[src/rtl/in_pass_pipe_pkg.sv]
// rtl/in_pass_pipe_pkg.sv - shared mode encodings and sizing helper for the input pass pipe
package in_pass_pipe_pkg;

  localparam logic [1:0] MODE_COMB  = 2'b00;
  localparam logic [1:0] MODE_REG   = 2'b01;
  localparam logic [1:0] MODE_DELAY = 2'b10;
  localparam logic [1:0] MODE_SYNC  = 2'b11;

  // Fill counter must hold the value DEPTH itself, hence depth + 1 codes.
  function automatic int fill_width(input int depth);
    return $clog2(depth + 1);
  endfunction

endpackage

[src/rtl/in_pass_pipe_lane.sv]
// rtl/in_pass_pipe_lane.sv - one lane: CE-gated delay line, free-running synchroniser, output mux
module in_pass_pipe_lane
  import in_pass_pipe_pkg::*;
#(
  parameter int DEPTH = 3
) (
  input  logic       clk,
  input  logic       rst_n,
  input  logic       ce,
  input  logic       i,
  input  logic [1:0] mode,
  input  logic       fill_full,
  input  logic       fill_nonzero,
  input  logic       sync_done,
  output logic       o,
  output logic       primed
);

  logic [DEPTH-1:0] stage;
  logic [1:0]       sync;

  // The delay line shifts in every mode so REG and DELAY share stage[0].
  always_ff @(posedge clk or negedge rst_n) begin
    if (!rst_n) begin
      stage <= '0;
    end else if (ce) begin
      stage <= {stage[DEPTH-2:0], i};
    end
  end

  always_ff @(posedge clk or negedge rst_n) begin
    if (!rst_n) begin
      sync <= '0;
    end else begin
      sync <= {sync[0], i};
    end
  end

  always_comb begin
    o      = i;
    primed = 1'b1;
    case (mode)
      MODE_REG: begin
        o      = stage[0];
        primed = fill_nonzero;
      end
      MODE_DELAY: begin
        o      = stage[DEPTH-1];
        primed = fill_full;
      end
      MODE_SYNC: begin
        o      = sync[1];
        primed = sync_done;
      end
      default: begin
        o      = i;
        primed = 1'b1;
      end
    endcase
  end

endmodule

[src/rtl/in_pass_pipe.sv]
// rtl/in_pass_pipe.sv - parametrised input pass/register BEL with shared counters and per-lane modes
module in_pass_pipe
  import in_pass_pipe_pkg::*;
#(
  parameter int CHANNELS = 4,
  parameter int DEPTH    = 3
) (
  input  logic                  UserCLK,
  input  logic                  RST_N,
  input  logic [CHANNELS-1:0]   I,
  input  logic                  CE,
  input  logic [2*CHANNELS-1:0] ConfigBits,
  output logic [CHANNELS-1:0]   O,
  output logic [CHANNELS-1:0]   Primed
);

  localparam int             FW       = fill_width(DEPTH);
  localparam logic [FW-1:0]  FILL_MAX = FW'(DEPTH);

  logic [FW-1:0] fill_cnt;
  logic [1:0]    sync_cnt;
  logic          fill_full;
  logic          fill_nonzero;
  logic          sync_done;

  // Both counters saturate so Primed never falls back while running.
  always_ff @(posedge UserCLK or negedge RST_N) begin
    if (!RST_N) begin
      fill_cnt <= '0;
    end else if (CE && (fill_cnt != FILL_MAX)) begin
      fill_cnt <= fill_cnt + 1'b1;
    end
  end

  always_ff @(posedge UserCLK or negedge RST_N) begin
    if (!RST_N) begin
      sync_cnt <= '0;
    end else if (sync_cnt != 2'd2) begin
      sync_cnt <= sync_cnt + 2'd1;
    end
  end

  assign fill_full    = (fill_cnt == FILL_MAX);
  assign fill_nonzero = (fill_cnt != '0);
  assign sync_done    = (sync_cnt == 2'd2);

  for (genvar n = 0; n < CHANNELS; n++) begin : g_lane
    in_pass_pipe_lane #(
      .DEPTH(DEPTH)
    ) u_lane (
      .clk         (UserCLK),
      .rst_n       (RST_N),
      .ce          (CE),
      .i           (I[n]),
      .mode        (ConfigBits[2*n +: 2]),
      .fill_full   (fill_full),
      .fill_nonzero(fill_nonzero),
      .sync_done   (sync_done),
      .o           (O[n]),
      .primed      (Primed[n])
    );
  end

endmodule

[config.mk]
export PLATFORM = sky130hd
export DESIGN_NAME = in_pass_pipe
export DESIGN_NICKNAME = d
export VERILOG_FILES = /design/src/rtl/in_pass_pipe_pkg.sv /design/src/rtl/in_pass_pipe_lane.sv /design/src/rtl/in_pass_pipe.sv
export SDC_FILE = /design/constraint.sdc
export NUM_CORES = 1
export LEC_CHECK = 0
export CORE_ASPECT_RATIO = 0.7
export CORE_MARGIN = 5
export CORE_UTILIZATION = 50
export CTS_CLUSTER_DIAMETER = 120
export DETAILED_ROUTE_END_ITERATION = 8
export PLACE_DENSITY = 0.78
export SETUP_SLACK_MARGIN = 0.02
export SYNTH_ARGS = -nofsm -noshare
export SYNTH_HDL_FRONTEND = slang
export SYNTH_SLANG_ARGS = --single-unit
[constraint.sdc]
create_clock -name UserCLK -period 3.2 [get_ports UserCLK]
set_input_delay 0.96 -clock UserCLK [delete_from_list [all_inputs] [get_ports UserCLK]]
set_output_delay 0.96 -clock UserCLK [all_outputs]
set_load 0.005 [all_outputs]
### Word level (Yosys, flattened, before mapping)

Index checks and enable logic that the tools add are counted.

* multiplexer cells: 8
* reductions and logical operators: 2
* equal/unequal tests: 16
* add/sub/neg operators: 2

Operators by type and width (number)
* 1-bit case mux with 3 select lines: 8
* 2-bit == test, second input constant: 10
* 2-bit by 1-bit == test with 1-bit output, second input constant: 4
* 2-bit by 1-bit adder with 2-bit output, second input constant: 2
* 2-bit != test, second input constant: 2
* 2-bit nonzero test: 1
* 1-bit logical AND: 1

* register bits: 24
* input bits: 15

### Longest topological paths before layout

* depth in word-level cells: 2
* depth in mapped cells: 6
* gate-level depth less buffers: 5

### Hierarchy

From an unflattened synthesis, not the netlist that was laid out.

* cells, all modules: 66
* area total of the unflattened synthesis: 1041.0 µm²

Modules (own cells, without submodules)
* in_pass_pipe_lane: times used 4, cells an instance 12, seq. area each 125.1 µm², area each 203.9 µm²
* in_pass_pipe: times used 1, cells an instance 18, seq. area each 100.1 µm², area each 225.2 µm²

### Worst setup path before layout

No wires, ideal clock.

* path type: input to output
* from: input ConfigBits[0]
* to: output O[0]
* arrival: 1.561 ns
* path buffers: 1
* stages: 2
* slack: 0.679 ns
* cell sequence: mux4_2 > buf_4

* longest elaborated chain between the ends: 2
* elaborated cells between the ends (all ways): 4

Ends and longest elaborated chain
* start: declaration: line in_pass_pipe.sv:12 `input logic [2*CHANNELS-1:0] ConfigBits,`
* 2-bit == test / 2-bit by 1-bit == test with 1-bit output (equally long branches): line in_pass_pipe_lane.sv:42 `case (mode)`
* 1-bit case mux with 3 select lines *: line in_pass_pipe_lane.sv:42
* end: declaration: line in_pass_pipe.sv:13 `output logic [CHANNELS-1:0] O,`

Mark *: on every way between the ends. The rest lies on a longest branch, timed or not.

### Worst setup path after layout

* from: input I[1]
* to: output O[1]

* longest elaborated chain between the ends: 1

Ends and longest elaborated chain
* start: declaration: line in_pass_pipe.sv:10 `input logic [CHANNELS-1:0] I,`
* 1-bit case mux with 3 select lines: line in_pass_pipe_lane.sv:42

Every way passes these cells.

==> key figures <==
STA
  – Max Freq: 326 MHz
  – Final Setup Violations: 0
  – Pin slew with the least headroom to its limit: 296 ps
  – Final hold violations: 0
  – RSZ-0062 raised after global routing: no
  – TNS Setup: 0 ps
  – Final Skew: approximately 12 ps
  – Min Clock Period, post-route: between 3000 and 4000 ps
  – Crit share post-route: between 90% and 100%
  – Relative slew slack: 80.3%
  – Final Max Slew Viols: 0

Route
  – Drc violations: 0
  – Routed Antenna Nets: 0
  – DRT Pass-1 Iters: 3
  – Iteration-0 DRC count of the detailed router: 6
  – Vias per std cell: around 4.8
  – WL/cell: between 10 and 15 um
  – Vias after detailed routing: roughly 650
  – Post-Route WL: 1890 um

Critical path
  – CP max stage cell: mux4_2
  – Critical path capture point type: output pin
  – CP arrival: 2110 ps
  – Reg2reg start: fill_cnt[0]
  – Crit. path cell count: 3
  – Critical path class: input port to output pin
  – WP data required: 2240 ps
  – Number of buffers and inverters on the critical path: 2
  – CP peak stage delay: 450 ps
  – Crit-path leading delay family: buffers and inverters
  – Crit. Startpoint: I[1]
  – Worst path cell trace: clkdlybuf4s50_1, mux4_2, dlygate4sd2_1
  – Worst reg2reg setup slack: about 1900 ps
  – Reg2reg end: fill_cnt[1]
  – Reg2Reg Depth: 3
  – Critical Path Fanout Max: 2
  – Setup crit start kind: input port

CTS
  – Clock Path Buffers: 2
  – Total CTS buffers: 3
  – Clock slew seen by the registers of the worst setup and hold paths: 130 ps
  – Clk_lat worst skew: 320 ps
  – CTS Root Cell: clkbuf_4
  – Clk sinks: 24
  – CTS tree: yes
  – H-tree levels: 1

Floorplanning
  – Row Count: 14
  – Die area: ~0.0033 mm2
  – Die W: around 67 um
  – Initial core utilization: 52.7%
  – Die height: around 50 um
  – Ports: 23
  – Core region area: 0.00215 mm2

Yosys
  – Cell count after synthesis: 77
  – Synth Register Bits: 24
  – Avg Synthesized Cell Area: 14.8 um2
  – Leading area contributor after synthesis: dfrtp_1
  – Post-synthesis sequential area ratio: 52.9%
  – Post-Syn Area: between 0.001 and 0.0015 mm2
  – Top cells by area, synth: dfrtp_1 (53%), mux2_4 (15%), mux4_2 (7.9%)
  – Distinct cells, synth: 17
  – Synth Net Count: 96
  – Ys Warns: 0
  – Synth top area share: 52.9%

Layout
  – Core Util, Final: 65.8%
  – Fillers: roughly 180
  – Area Growth Syn to Fin: 24.8%
  – Nets@finish: 124
  – Most common cell after layout, fill and taps aside: dfrtp_1
  – Fraction of layout cells with a size suffix above 1: about a third
  – Antenna diodes: 0
  – Most frequent cells in the layout: dfrtp_1 (24), mux2_4 (11), dlygate4sd2_1 (11)
  – Final instance area: 0.00142 mm2

Global route
  – GRT met3 Usage: 5.68%
  – M2 GR Usage: 19.9%
  – First-pass GRT wire length: 3240 um
  – GR Overflow Total: 0
  – GR Layer Usage met1: between 15 and 20%
  – Global-route usage over all layers: between 10 and 15%
  – Initial antenna violation count: 0
  – Via count of the first global-routing pass: 710
  – Top Usage Layer GRT: met2
  – Largest net degree at the start of global routing: 25

Min path
  – Hold Path Cell Cnt: 0
  – Hold WC Path Type: flip-flop to flip-flop
  – Worst hold start: g_lane[1].u_lane.sync[0]
  – Worst Hold End: g_lane[1].u_lane.sync[1]

Pwr
  – Leakage power: 0.665 nW
  – Highest ir drop seen on vdd: about 0.37 mV
  – Power Density: 527 mW/mm2

Placement
  – Routability Congestion: 0.722
  – Placed Area: 0.00140 mm2
  – Hpwl dp: 1430 um
  – Port Buffers: 22

Run status
  – Status: finished clean

Run
  – Max-cap violation count: 0
## flip-flops by register name, indices dropped and copies added (netlist names)
name	count
fill_cnt	2
g_lane.u_lane.stage	12
sync_cnt	2
g_lane.u_lane.sync	8
## per-stage QoR
stage	total power [W]	hold WS [ps]	worst slack [ps]	cells
2_1_floorplan	0.000534	331	679	77
3_3_place_gp	0.000604	331	-195	132
3_5_place_dp	0.000614	346	-206	132
4_1_cts	0.000758	367	59.4	136
5_1_grt	0.000792	378	82.1	136
6_report	0.000747	364	129	136
## cells in the mapped netlist
master,instances
mux2_4,11
o21ai_0,1
inv_1,4
mux4_2,4
mux2i_1,3
buf_4,8
a21oi_1,3
nor2_1,4
nand2_1,2
nand2b_2,1
dfrtp_1,24
buf_6,1
mux2_2,2
ha_1,4
a22oi_1,2
nor3b_1,1
xnor2_1,2
## metal layers
| layer | routed length [um] | vias up |
|---|---|---|
| met3 | 109 | 4 |
| met2 | 792 | 16 |
| met4 | 37 | 0 |
| met5 | 0 | - |
| li1 | - | 314 |
| met1 | 953 | 317 |
## logic make-up (layout without fill, tap and decap cells)
group,count (synthesis),count (layout),synth area share (%)
xor gates and xnor gates,2,2,1.54
buffers and inverters,13,40,7.60
DFF,24,24,52.9
and+or+nand+nor,8,8,3.41
muxes,20,20,27.1
adders and majority gates,4,4,4.41
AOI/OAI and AO/OA,6,6,3.08
## power by group
| part | leakage, nW | internal [W] | switching [W] |
|---|---|---|---|
| logic | 0.364 | 0.000133 | 0.0000819 |
| clock network | 0.0210 | 0.0000697 | 0.0000900 |
| registers | 0.280 | 0.000345 | 0.0000274 |
| total | 0.665 | 0.000547 | 0.000199 |
## worst register-to-register path: stages, from the launching register on
cell and delay [ps]:
dfrtp_1 440, ha_1 270, nand2b_2 220, mux2_4 300
## repair_timing
item,in CTS,in global routing
gates resized for setup,13,1
gates cloned,0,0
setup endpoints to repair,8,1
hold buffers,0,0
buffers inserted,0,0
## how the worst max path moves through the flow
| stage | end | slack (ps) |
|---|---|---|
| after floorplan | O[0] | 680 |
| after CTS | O[0] | 60 |
| after global placement | O[1] | -200 |
| after global routing | Primed[0] | 80 |
| after detailed placement | O[1] | -210 |
| final | O[1] | 130 |
## area by class of cell
type                       count  area (um2)  area share, %
sequential                    24         601           42.4
inverter                       4        15.0           1.06
timing repair buffer          32         277           19.5
clock buffer                   4        36.3           2.56
tap                           32        40.0           2.82
multi-input combinational     40         449           31.7
Note: power is estimated with default switching activity, not from simulation.
